`src/rtl/riscv_instr_line_responder_if.sv`:
```
// riscv_instr_line_responder_if: line fetch handshake and SRAM port bundle
interface riscv_instr_line_responder_if #(
   parameter int MEM_ADDR_WIDTH = 12
);
   logic                      instr_req;
   logic [31:0]               instr_addr;
   logic                      instr_gnt;
   logic                      instr_rvalid;
   logic [127:0]              instr_rdata;
   logic                      mem_req;
   logic [MEM_ADDR_WIDTH-1:0] mem_addr;
   logic                      mem_gnt;
   logic [31:0]               mem_rdata;
   logic                      busy;
   modport slave (
      input  instr_req, instr_addr, mem_gnt, mem_rdata,
      output instr_gnt, instr_rvalid, instr_rdata, mem_req, mem_addr, busy
   );
   modport master (
      output instr_req, instr_addr, mem_gnt, mem_rdata,
      input  instr_gnt, instr_rvalid, instr_rdata, mem_req, mem_addr, busy
   );
endinterface

```
`src/rtl/riscv_instr_line_responder.sv`:
```
// riscv_instr_line_responder: reads four SRAM words per line request and returns them as one 128-bit line
module riscv_instr_line_responder #(
   parameter int MEM_ADDR_WIDTH = 12
) (
   input logic clk,
   input logic rst_n,
   riscv_instr_line_responder_if.slave bus
);
   typedef enum logic [1:0] {IDLE, FETCH, WAIT, RESP} state_t;
   state_t                    state, state_d;
   logic [MEM_ADDR_WIDTH-3:0] line_q;
   logic [1:0]                issue_cnt;
   logic [2:0]                capture_cnt;
   logic                      rd_pending;
   logic [95:0]               line_buf;
   logic [127:0]              rdata_q;
   logic                      accept, word_gnt, last_cap, unused_addr;
   assign accept      = (state == IDLE || state == RESP) && bus.instr_req;
   assign word_gnt    = state == FETCH && bus.mem_gnt;
   assign last_cap    = rd_pending && capture_cnt == 3'd3;
   assign unused_addr = ^{bus.instr_addr[31:MEM_ADDR_WIDTH+2], bus.instr_addr[3:0]};
   // state register; async reset abandons any line in flight
   always_ff @(posedge clk or negedge rst_n) begin
      if (!rst_n) state <= IDLE;
      else state <= state_d;
   end
   // next state and outputs; a new line is accepted only in IDLE or alongside the response
   always_comb begin
      state_d = state;
      case (state)
         IDLE:    state_d = accept ? FETCH : IDLE;
         FETCH:   state_d = word_gnt && issue_cnt == 2'd3 ? WAIT : FETCH;
         WAIT:    state_d = last_cap ? RESP : WAIT;
         default: state_d = accept ? FETCH : IDLE;
      endcase
      bus.instr_gnt    = accept;
      bus.instr_rvalid = state == RESP;
      bus.instr_rdata  = rdata_q;
      bus.mem_req      = state == FETCH;
      bus.mem_addr     = state == FETCH ? {line_q, issue_cnt} : '0;
      bus.busy         = state != IDLE;
   end
   // line address, word counters and assembly; words shift in low-first, the last one lands straight in the output register
   always_ff @(posedge clk or negedge rst_n) begin
      if (!rst_n) begin
         line_q      <= '0;
         issue_cnt   <= '0;
         capture_cnt <= '0;
         rd_pending  <= 1'b0;
         line_buf    <= '0;
         rdata_q     <= '0;
      end else begin
         rd_pending <= word_gnt;
         if (accept) begin
            line_q      <= bus.instr_addr[MEM_ADDR_WIDTH+1:4];
            issue_cnt   <= '0;
            capture_cnt <= '0;
         end else begin
            if (word_gnt) issue_cnt <= issue_cnt + 2'd1;
            if (rd_pending) capture_cnt <= capture_cnt + 3'd1;
         end
         if (rd_pending) line_buf <= {bus.mem_rdata, line_buf[95:32]};
         if (last_cap) rdata_q <= {bus.mem_rdata, line_buf};
      end
   end
endmodule

```
`src/flat_wrapper.sv`:
```
// flat-port wrapper written by rule: the top's interface ports become plain ports
module riscv_instr_line_responder_flat 
#(
   parameter int MEM_ADDR_WIDTH = 12
)
  (clk, rst_n, bus_instr_req, bus_instr_addr, bus_mem_gnt, bus_mem_rdata, bus_instr_gnt, bus_instr_rvalid, bus_instr_rdata, bus_mem_req, bus_mem_addr, bus_busy);
  riscv_instr_line_responder_if #(.MEM_ADDR_WIDTH(MEM_ADDR_WIDTH)) bus_i ();
  input logic clk;
  input logic rst_n;
  input wire logic [$bits(bus_i.instr_req)-1:0] bus_instr_req;
  input wire logic [$bits(bus_i.instr_addr)-1:0] bus_instr_addr;
  input wire logic [$bits(bus_i.mem_gnt)-1:0] bus_mem_gnt;
  input wire logic [$bits(bus_i.mem_rdata)-1:0] bus_mem_rdata;
  output wire logic [$bits(bus_i.instr_gnt)-1:0] bus_instr_gnt;
  output wire logic [$bits(bus_i.instr_rvalid)-1:0] bus_instr_rvalid;
  output wire logic [$bits(bus_i.instr_rdata)-1:0] bus_instr_rdata;
  output wire logic [$bits(bus_i.mem_req)-1:0] bus_mem_req;
  output wire logic [$bits(bus_i.mem_addr)-1:0] bus_mem_addr;
  output wire logic [$bits(bus_i.busy)-1:0] bus_busy;
  assign bus_i.instr_req = bus_instr_req;
  assign bus_i.instr_addr = bus_instr_addr;
  assign bus_i.mem_gnt = bus_mem_gnt;
  assign bus_i.mem_rdata = bus_mem_rdata;
  assign bus_instr_gnt = bus_i.instr_gnt;
  assign bus_instr_rvalid = bus_i.instr_rvalid;
  assign bus_instr_rdata = bus_i.instr_rdata;
  assign bus_mem_req = bus_i.mem_req;
  assign bus_mem_addr = bus_i.mem_addr;
  assign bus_busy = bus_i.busy;
  riscv_instr_line_responder #(.MEM_ADDR_WIDTH(MEM_ADDR_WIDTH)) u_core (.clk(clk), .rst_n(rst_n), .bus(bus_i));
endmodule
```
`config.mk`:
```
export PLATFORM = sky130hd
export DESIGN_NAME = riscv_instr_line_responder_flat
export DESIGN_NICKNAME = d
export VERILOG_FILES = /design/src/rtl/riscv_instr_line_responder_if.sv /design/src/rtl/riscv_instr_line_responder.sv /design/src/flat_wrapper.sv
export SDC_FILE = /design/constraint.sdc
export NUM_CORES = 1
export LEC_CHECK = 0
export CAP_MARGIN = 30
export CORE_MARGIN = 8
export CORE_UTILIZATION = 30
export DETAILED_ROUTE_END_ITERATION = 10
export SLEW_MARGIN = 15
export SYNTH_ARGS = -nofsm -noshare
export SYNTH_HDL_FRONTEND = slang
export SYNTH_SLANG_ARGS = --single-unit
```
`constraint.sdc`:
```
create_clock -name clk -period 2.16 [get_ports clk]
set_clock_uncertainty 0.15 [all_clocks]
set_input_delay 0.432 -clock clk [delete_from_list [all_inputs] [get_ports clk]]
set_output_delay 0.432 -clock clk [all_outputs]
set_load 0.02 [all_outputs]
```
==> flow_summary.json, run 1 <==
{
  "synth_edf_count": 0,
  "synth_mux_area_share_pct": 28.8,
  "vias": 5181,
  "synth_cell_types": 21,
  "synth_async_sr_flop_share_pct": 100,
  "grt_pass1_wl_um": 31400,
  "final_nets": 838,
  "worstSkewPairLatency_ns": 0.53,
  "fmax_mhz": 464,
  "dp_hpwl_um": 12900,
  "synth_compound_gate_area_share_pct": 0.655,
  "drcViolationCount": 0,
  "seq_area_frac_synth_pct": 66.0,
  "power.density_mw_per_mm2": 1570,
  "avgSynthCellArea_um2": 16.7,
  "cts_buffers": 28,
  "clock-sinks": 242,
  "ant_nets": 0,
  "critical_path_class": "flop to primary output",
  "grt-ovfl-total": 0,
  "outcome": "finished clean",
  "yosysTopAreaCellShare_pct": 66.0,
  "dieArea_mm2": 0.0364,
  "cap_violations": 0,
  "io_buffers": 189,
  "rsz0062_at_grt": "yes",
  "ios": 212,
  "yosys.area_share.simple_pct": 1.42,
  "vias_per_cell": 4.39,
  "gp_congestion": 0.681,
  "diodes": 0,
  "drive_gt1_share_pct": 28.7,
  "clk_pin_slew_ns": 0.06,
  "grt_pass1_vias": 5735,
  "whs_ns": 0.249,
  "max-slew-margin-rel_pct": 73.4,
  "cts_tree": "done",
  "crit_required_ns": 1.58,
  "place_area_mm2": 0.0117,
  "finalCritPeriodShare_pct": 99.8,
  "synth.area.top_cells": "dfrtp_1 (66%), mux2_1 (15%), mux2_2 (14%)",
  "finalHoldViolCount": 0,
  "grt_usage_pct": 10.4,
  "grt_max_degree": 61,
  "power.leakage_uw": 0.00595,
  "drt_pass1_iterations": 4,
  "slew_viol_final": 0,
  "dp.cells": 1125,
  "crit_path_start_kind": "flop",
  "syn_nets": 624,
  "hp-class": "primary input to async pin",
  "ctsLongestPathBuffers": 3,
  "wl_per_cell_um": 16.2,
  "synth_cells": 549,
  "syn_area_mm2": 0.00917,
  "antenna_found_initial": 0,
  "setup_violations": 0,
  "fin_cells": 1181,
  "synth_top_cells_by_count": "dfrtp_1 (242), mux2_1 (120), mux2_2 (114)",
  "fp.dieH_um": 191,
  "synth.most_common_cell": "dfrtp_1",
  "crit_path_max_fanout": 10,
  "post_synth_xor_area_fraction_pct": 0.0955,
  "yosysWarningCount": 0,
  "synth-adder-area-share_pct": 0.955,
  "synth.largest_area_cell": "dfrtp_1",
  "die_x_um": 191,
  "ys.flop_type": "dfrtp_1",
  "root_buffer": "clkbuf_16",
  "start_util_pct": 30.2,
  "endpoint_kind": "primary output",
  "total_power_uw": 20200,
  "synth-seq-cells": 242,
  "first_iter_violations": 112,
  "place_ws_ns": -0.133,
  "stdcell_area_mm2": 0.0128,
  "design.core.area_mm2": 0.0303,
  "area_delta_synth_final_pct": 39.9,
  "vdd_drop_max_mv": 0.861,
  "fin_crit_ns": 2.16,
  "layout_setup_ws_ns": 0.00470,
  "worst_pin_slew_ns": 0.399,
  "core.rowCount": 64,
  "routed_wl_um": 19100,
  "synth_top_family_by_area": "multiplexers",
  "arrival_ns": 1.57,
  "cts_max_level": 1
}
cells in the final DEF, fill, tap and decap left out, types with 2 or more instances in the layout:
cell type,Yosys,layout
dlymetal6s2s_1,0,22
buf_12,0,10
clkbuf_8,0,11
inv_2,0,2
nand3_1,2,2
nor2_1,4,4
bufinv_16,0,2
mux2_1,120,120
buf_4,6,12
clkdlybuf4s50_1,0,147
dfrtp_1,242,240
clkbuf_2,0,2
clkbuf_16,0,30
ha_4,0,2
a21oi_1,2,2
mux2_2,114,114
clkbuf_1,2,4
buf_6,2,13
dlygate4sd2_1,0,3
and2_4,0,12
ha_1,7,5
a21bo_2,3,3
a31oi_1,2,2
inv_1,4,2
clkinv_2,0,4
metrics by stage:
stage,TNS (ns),utilization [%]
6_report,0,42.3
5_1_grt,-0.512,42.3
4_1_cts,-0.504,41.8
3_5_place_dp,-0.137,38.5
3_3_place_gp,-0.140,38.5
2_1_floorplan,0,-
timing repair:
item,4_1_cts,5_1_grt
cloned,0,1
setup endpoints to repair,19,37
hold endpoints to repair,42,0
setup buffers,1,1
resized for setup,87,46
pin swaps,1,1
hold buffers,1,0
kinds of logic after synthesis:
| kind of cell | Yosys count |
|---|---|
| flops | 242 |
| xor+xnor | 1 |
| fa+ha+maj | 7 |
| simple gates | 23 |
| buf+inv | 33 |
| compound gates | 8 |
| mux | 235 |
routing by layer:
metal / share of wire, % / global-route usage, % / wire length (µm)
met3: 10 / 4.63 / 1930
met1: 41 / 12.7 / 7910
met4: 2.4 / 2.74 / 465
met2: 46 / 16.5 / 8780
met5: 0 / 0 / 0
state kept, by name, summed over array words and instances, names as in the netlist:
name / cells
u_core.issue_cnt: 2
u_core.capture_cnt: 3
u_core.line_buf: 96
u_core.line_q: 10
u_core.state: 2
u_core.rd_pending: 1
u_core.bus.instr_rdata: 128
power by group:
part / switching, µW / internal [µW] / total [µW]
sequential: 1180 / 6690 / 7870
clock: 1820 / 3060 / 4870
combinational: 3310 / 4120 / 7430
total: 6310 / 13900 / 20200
worst max-delay path, stage by stage (launching register included):
cell and delay (ns):
dfrtp_2 0.44, ha_4 0.19, buf_12 0.14, and2_4 0.15, buf_6 0.12
layout make-up:
type	instances	area (µm²)
Inverter	4	15.0
Fill cell	2821	17500
Tap cell	396	495
Sequential cell	242	6060
Multi-Input combinational cell	274	3000
Timing Repair Buffer	213	2270
Clock inverter	8	96.3
Clock buffer	44	892
path summary, 6_finish.rpt:
| kind | slack [ns] | cells after the start | end | start |
|---|---|---|---|---|
| min in group clk | 0.32 | 1 | u_core.bus.instr_rdata[22]$_DFFE_PN0P_ | u_core.line_buf[22]$_DFFE_PN0P_ |
| worst min register to register | 0.32 | 1 | u_core.bus.instr_rdata[22]$_DFFE_PN0P_ | u_core.line_buf[22]$_DFFE_PN0P_ |
| max in group asynchronous | 0.91 | 3 | u_core.rd_pending$_DFF_PN0_ | rst_n |
| worst min-delay path | 0.25 | 2 | u_core.line_q[4]$_DFFE_PN0P_ | rst_n |
| worst max register to register | 0.23 | 5 | u_core.bus.instr_rdata[14]$_DFFE_PN0P_ | u_core.capture_cnt[0]$_DFFE_PN0P_ |
| worst max-delay path | 0.005 | 4 | bus_mem_addr[3] | u_core.state[0]$_DFF_PN0_ |
Note: power is estimated with default switching activity, not from simulation.
==> run 2, diff against run 1 <==
--- a/config.mk
+++ b/config.mk
@@ -8,8 +8,8 @@
 export CAP_MARGIN = 30
 export CORE_MARGIN = 8
 export CORE_UTILIZATION = 30
+export CTS_BUF_LIST = sky130_fd_sc_hd__clkbuf_2
 export DETAILED_ROUTE_END_ITERATION = 10
-export SLEW_MARGIN = 15
 export SYNTH_ARGS = -nofsm -noshare
 export SYNTH_HDL_FRONTEND = slang
 export SYNTH_SLANG_ARGS = --single-unit
==> run 2 against run 1 <==
The run now ends with setup timing left. Register-to-register slack worse by 0.03 ns. Clock power is 38% lower. Sequential cell count stayed put. Fmax is 10% lower. Largest power group unchanged.
==> flow_summary.json, run 2 (synthesized netlist as in run 1, its figures left out) <==
{
  "total_power_uw": 17700,
  "grt_max_degree": 61,
  "antenna_found_initial": 0,
  "violations": "setup timing",
  "crit_path_max_fanout": 10,
  "combPwrFrac_pct": 38.4,
  "design.core.area_mm2": 0.0303,
  "cts_buffers": 67,
  "routed_wl_um": 19900,
  "wl_per_cell_um": 15.8,
  "layout_setup_ws_ns": -0.241,
  "worstSkewPairLatency_ns": 0.77,
  "ctsLongestPathBuffers": 3,
  "vdd_drop_max_mv": 0.771,
  "grt_pass1_vias": 6182,
  "max-slew-margin-rel_pct": 75.2,
  "slew_viol_final": 0,
  "drt_pass1_iterations": 4,
  "seqPwrFrac_pct": 44.4,
  "r2r_end": "u_core.bus.instr_rdata[10]$_DFFE_PN0P_",
  "internal_power_uw": 11300,
  "final_nets": 897,
  "whs_ns": 0.132,
  "die_x_um": 191,
  "fin_cells": 1259,
  "met3_length_um": 2130,
  "hp-start": "bus_instr_addr[11]",
  "drive_gt1_share_pct": 45.1,
  "outcome": "finished, violations left",
  "fin_crit_ns": 2.40,
  "fillCellCount": 2929,
  "p_sw_uw": 6350,
  "fmax_mhz": 416,
  "dp.cells": 1125,
  "worstPathCellList": "ha_4 > buf_12 > and2_4 > buf_6",
  "root_buffer": "clkbuf_2",
  "finalHoldViolCount": 0,
  "grt_usage_pct": 11.1,
  "area_delta_synth_final_pct": 32.9,
  "cp.buffers_inverters": 2,
  "cts_tree": "done",
  "dp_hpwl_um": 12900,
  "core.rowCount": 64,
  "vias_per_cell": 4.38,
  "top_layer": "met4",
  "cts_max_level": 3,
  "setup_violations": 16,
  "p_clk_share_pct": 17.2,
  "largest_reg_flops": 128,
  "final_common_cell": "dfrtp_1",
  "power.density_mw_per_mm2": 1450,
  "critPathMaxStageDelay_ns": 0.45,
  "grt-ovfl-total": 0,
  "grt_pass1_wl_um": 32900,
  "crit_cells": 4,
  "rr_worst_depth": 5,
  "clk_pin_slew_ns": 0.10,
  "first_iter_violations": 142,
  "final.setup.tns_ns": -3.17,
  "wirelength_met1_um": 8200,
  "finalCritPeriodShare_pct": 111,
  "cap_violations": 0,
  "gp_congestion": 0.681,
  "r2r-start": "u_core.capture_cnt[0]$_DFFE_PN0P_",
  "critical_path_class": "flop to primary output",
  "ios": 212,
  "met2WireLength_um": 9040,
  "endpoint_kind": "primary output",
  "regToRegSetupSlack_ns": 0.20,
  "io_buffers": 189,
  "worst_pin_slew_ns": 0.371,
  "hp-class": "primary input to flop",
  "fp.dieH_um": 191,
  "arrival_ns": 1.82,
  "power.leakage_uw": 0.00579,
  "whs_endpoint": "u_core.line_q[7]$_DFFE_PN0P_",
  "cpMaxStageDelayCell": "dfrtp_2",
  "dieArea_mm2": 0.0364,
  "whs_path_depth": 2,
  "switching_share_pct": 35.9,
  "cp_top_family": "flip-flops",
  "mostFrequentLayoutCells": "dfrtp_1 (240), clkbuf_2 (133), mux2_1 (120)",
  "drcViolationCount": 0,
  "ant_nets": 0,
  "crit_required_ns": 1.58,
  "crit_path_start_kind": "flop",
  "clock-sinks": 242,
  "start_util_pct": 30.2,
  "vias": 5510,
  "rsz0062_at_grt": "yes",
  "diodes": 0
}
## run 2: changes by cell type in the layout (fill, tap and decap cells not counted), sizes merged
| cell | delta |
|---|---|
| dlygate4sd2 | -1 |
| bufinv | -2 |
| clkdlybuf4s50 | -103 |
| clkinv | +1 |
| dlygate4sd3 | +15 |
| clkinvlp | +2 |
| inv | +1 |
| buf | +57 |
| clkdlybuf4s15 | +44 |
| clkbuf | +86 |
| dlymetal6s2s | -22 |
## run 2: layer usage
layer | vias to the layer above | GRT usage, %
met3 | 50 | 5.63
met1 | 2779 | 12.8
met4 | 0 | 5.16
met2 | 170 | 17.1
met5 | - | 0
li1 | 2511 | -
## run 2: worst reg2reg max path: stages, from the launching register on
cell and delay [ns]:
dfrtp_1 0.40, ha_1 0.20, ha_1 0.23, nand2_4 0.10, buf_12 0.29, mux2_1 0.42
## run 2: timing repair
item	in CTS	in global routing
pin swaps	4	3
gates resized for setup	446	85
setup endpoints to repair	144	89
endpoints found under the hold margin	256	0
gates cloned	0	0
buffers inserted	6	2
hold buffers	17	0
## run 2: power by group through the flow
stage                     Clock, µW  Combinational (µW)  Sequential [µW]
after global placement            0                7260             7910
final                          3040                6780             7840
after floorplan                   0                2780             8940
after detailed placement          0                7360             7970
after global routing           3490                7320             8180
after CTS                      3280                7130             7890
## run 2: worst max path at each step
| stage | start | end |
|---|---|---|
| global placement | bus_instr_req | bus_instr_gnt |
| floorplan | u_core.state[1]$_DFF_PN0_ | bus_mem_addr[10] |
| global route | u_core.state[1]$_DFF_PN0_ | bus_mem_addr[2] |
| detailed placement | bus_instr_req | bus_instr_gnt |
| CTS | u_core.state[0]$_DFF_PN0_ | bus_mem_addr[2] |
| finish | u_core.state[0]$_DFF_PN0_ | bus_mem_addr[2] |
## run 2: metrics by stage
step                      worst slack, ns  instance area [µm²]  utilization (%)
after global placement             -0.140                11700             38.5
after CTS                          -0.392                12500             41.0
after global routing               -0.424                12200             40.2
after detailed placement           -0.133                11700             38.5
after floorplan                     0.124                 9170                -
final                              -0.241                12200             40.2
## run 2: cell type report
type,instances,area [µm²],area share [%]
Multi-Input combinational cell,274,3010,24.7
Timing Repair Buffer,233,2050,16.8
Inverter,4,15.0,0.123
Sequential cell,242,6060,49.7
Clock inverter,10,53.8,0.441
Tap cell,396,495,4.07
Clock buffer,100,500,4.11
==> run 3, diff against run 2 <==
--- a/config.mk
+++ b/config.mk
@@ -6,6 +6,7 @@
 export NUM_CORES = 1
 export LEC_CHECK = 0
 export CAP_MARGIN = 30
+export CORE_ASPECT_RATIO = 0.5
 export CORE_MARGIN = 8
 export CORE_UTILIZATION = 30
 export CTS_BUF_LIST = sky130_fd_sc_hd__clkbuf_2
==> run 3 against run 2 <==
The run still ends with setup timing left. Combinational power rose by 6.5%. Critical path depth did not move. Register-to-register slack improved by 0.03 ns. Utilization rose by 1.2 points. First-iteration DRC count rose by 54%. Sequential power rose by 1%. Worst setup slack got worse by 0.063 ns. Largest power group unchanged.
==> flow_summary.json, run 3 (synthesized netlist as in run 1, its figures left out) <==
{
  "largest_reg_flops": 128,
  "clk_pin_slew_ns": 0.11,
  "fin_crit_ns": 2.46,
  "place_area_mm2": 0.0116,
  "root_buffer": "clkbuf_2",
  "met3_length_um": 672,
  "clock-sinks": 242,
  "gp_congestion": 0.713,
  "fin_cells": 1290,
  "dp_hpwl_um": 14400,
  "dieArea_mm2": 0.0368,
  "slew_viol_final": 0,
  "crit_path_max_fanout": 10,
  "rr_worst_depth": 5,
  "grt-ovfl-total": 0,
  "fillCellCount": 2818,
  "vias": 5564,
  "vdd_drop_max_mv": 0.504,
  "grt_usage_pct": 11.7,
  "violations": "setup timing",
  "drive_gt1_share_pct": 44.7,
  "crit_path_start_kind": "flop",
  "fmax_mhz": 406,
  "finalHoldViolCount": 0,
  "cts_tree": "done",
  "drt_pass1_iterations": 3,
  "endpoint_kind": "primary output",
  "worstSkewPairLatency_ns": 0.86,
  "wirelength_met1_um": 8490,
  "stdcell_area_mm2": 0.0125,
  "hp-class": "primary input to flop",
  "cap_violations": 0,
  "whs_ns": 0.135,
  "core.rowCount": 45,
  "total_power_uw": 18100,
  "max-slew-margin-rel_pct": 59.6,
  "cts_max_level": 2,
  "die_x_um": 263,
  "area_delta_synth_final_pct": 36.1,
  "worst_pin_slew_ns": 0.605,
  "regToRegSetupSlack_ns": 0.23,
  "grt_max_degree": 102,
  "r2r-start": "u_core.capture_cnt[0]$_DFFE_PN0P_",
  "crit_required_ns": 1.58,
  "r2r_end": "u_core.bus.instr_rdata[40]$_DFFE_PN0P_",
  "final_common_cell": "dfrtp_1",
  "top_layer": "met4",
  "wl_per_cell_um": 16.9,
  "cts_buffers": 58,
  "ctsLongestPathBuffers": 3,
  "met2WireLength_um": 12000,
  "finalCritPeriodShare_pct": 114,
  "start_util_pct": 30.4,
  "hp-start": "bus_mem_rdata[0]",
  "dp.cells": 1122,
  "antenna_found_initial": 1,
  "design.core.area_mm2": 0.0302,
  "vias_per_cell": 4.31,
  "critical_path_class": "flop to primary output",
  "ant_nets": 0,
  "whs_endpoint": "u_core.line_buf[64]$_DFFE_PN0P_",
  "fp.dieH_um": 140,
  "power.leakage_uw": 0.00595,
  "power.density_mw_per_mm2": 1450,
  "grt_pass1_vias": 6155,
  "drcViolationCount": 0,
  "grt_pass1_wl_um": 35200,
  "ios": 212,
  "first_iter_violations": 219,
  "setup_violations": 16,
  "layout_setup_ws_ns": -0.304,
  "whs_path_depth": 2,
  "mostFrequentLayoutCells": "dfrtp_1 (240), mux2_1 (120), mux2_2 (114)",
  "outcome": "finished, violations left",
  "routed_wl_um": 21800,
  "final_nets": 916,
  "place_ws_ns": -0.158,
  "rsz0062_at_grt": "yes",
  "io_buffers": 189,
  "arrival_ns": 1.88
}
## run 3: routing by layer
layer / global-route usage, % / up-vias
li1: - / 2551
met1: 12.7 / 2883
met2: 21.8 / 86
met3: 2.88 / 44
met4: 4.72 / 0
met5: 0 / -
## run 3: repair_timing
action                                 in CTS  in global routing
setup endpoints to repair                 144                 65
setup buffers                               5                  9
gates resized for setup                   661                 96
gates cloned                                1                  0
pin swaps                                   3                  4
hold buffers                               44                  0
endpoints found under the hold margin     309                  0
## run 3: layout make-up
cell class,count,area (µm²),share of cell area [%]
flip-flops and latches,242,6060,48.5
multi-input cells,274,3010,24.1
repair buffers,261,2350,18.8
well taps,399,499,4.00
clock buffers,81,405,3.25
clock inverters,28,140,1.12
inverters,4,15.0,0.120
diodes,1,2.50,0.0200
## run 3: worst max-delay path by stage
stage	startpoint	end	depth (start not counted)	slack, ns
final	u_core.state[0]$_DFF_PN0_	bus_mem_addr[8]	4	-0.30
after global routing	u_core.state[1]$_DFF_PN0_	bus_instr_gnt	5	-0.46
after CTS	u_core.state[0]$_DFF_PN0_	bus_mem_addr[8]	4	-0.42
after detailed placement	bus_instr_req	bus_instr_gnt	3	-0.16
after global placement	bus_instr_req	bus_instr_gnt	3	-0.14
after floorplan	u_core.state[1]$_DFF_PN0_	bus_mem_addr[10]	5	0.12
## run 3: critical path, stage by stage, from the launching register on
cell	delay, ns
dfrtp_2	0.45
ha_4	0.20
buf_12	0.14
and2_4	0.15
buf_6	0.12
## run 3: power by group
| group | internal (µW) | leakage [µW] | total [µW] | switching, µW |
|---|---|---|---|---|
| sequential | 6660 | 0.00296 | 7920 | 1260 |
| clock | 1160 | 0.000406 | 3000 | 1850 |
| combinational | 3720 | 0.00258 | 7220 | 3500 |
## run 3: through the flow
stage | util, % | setup TNS, ns
global placement | 38.6 | -0.139
global route | 41.4 | -6.58
detailed placement | 38.6 | -0.164
finish | 41.4 | -4.18
floorplan | - | 0
CTS | 40.3 | -6.02
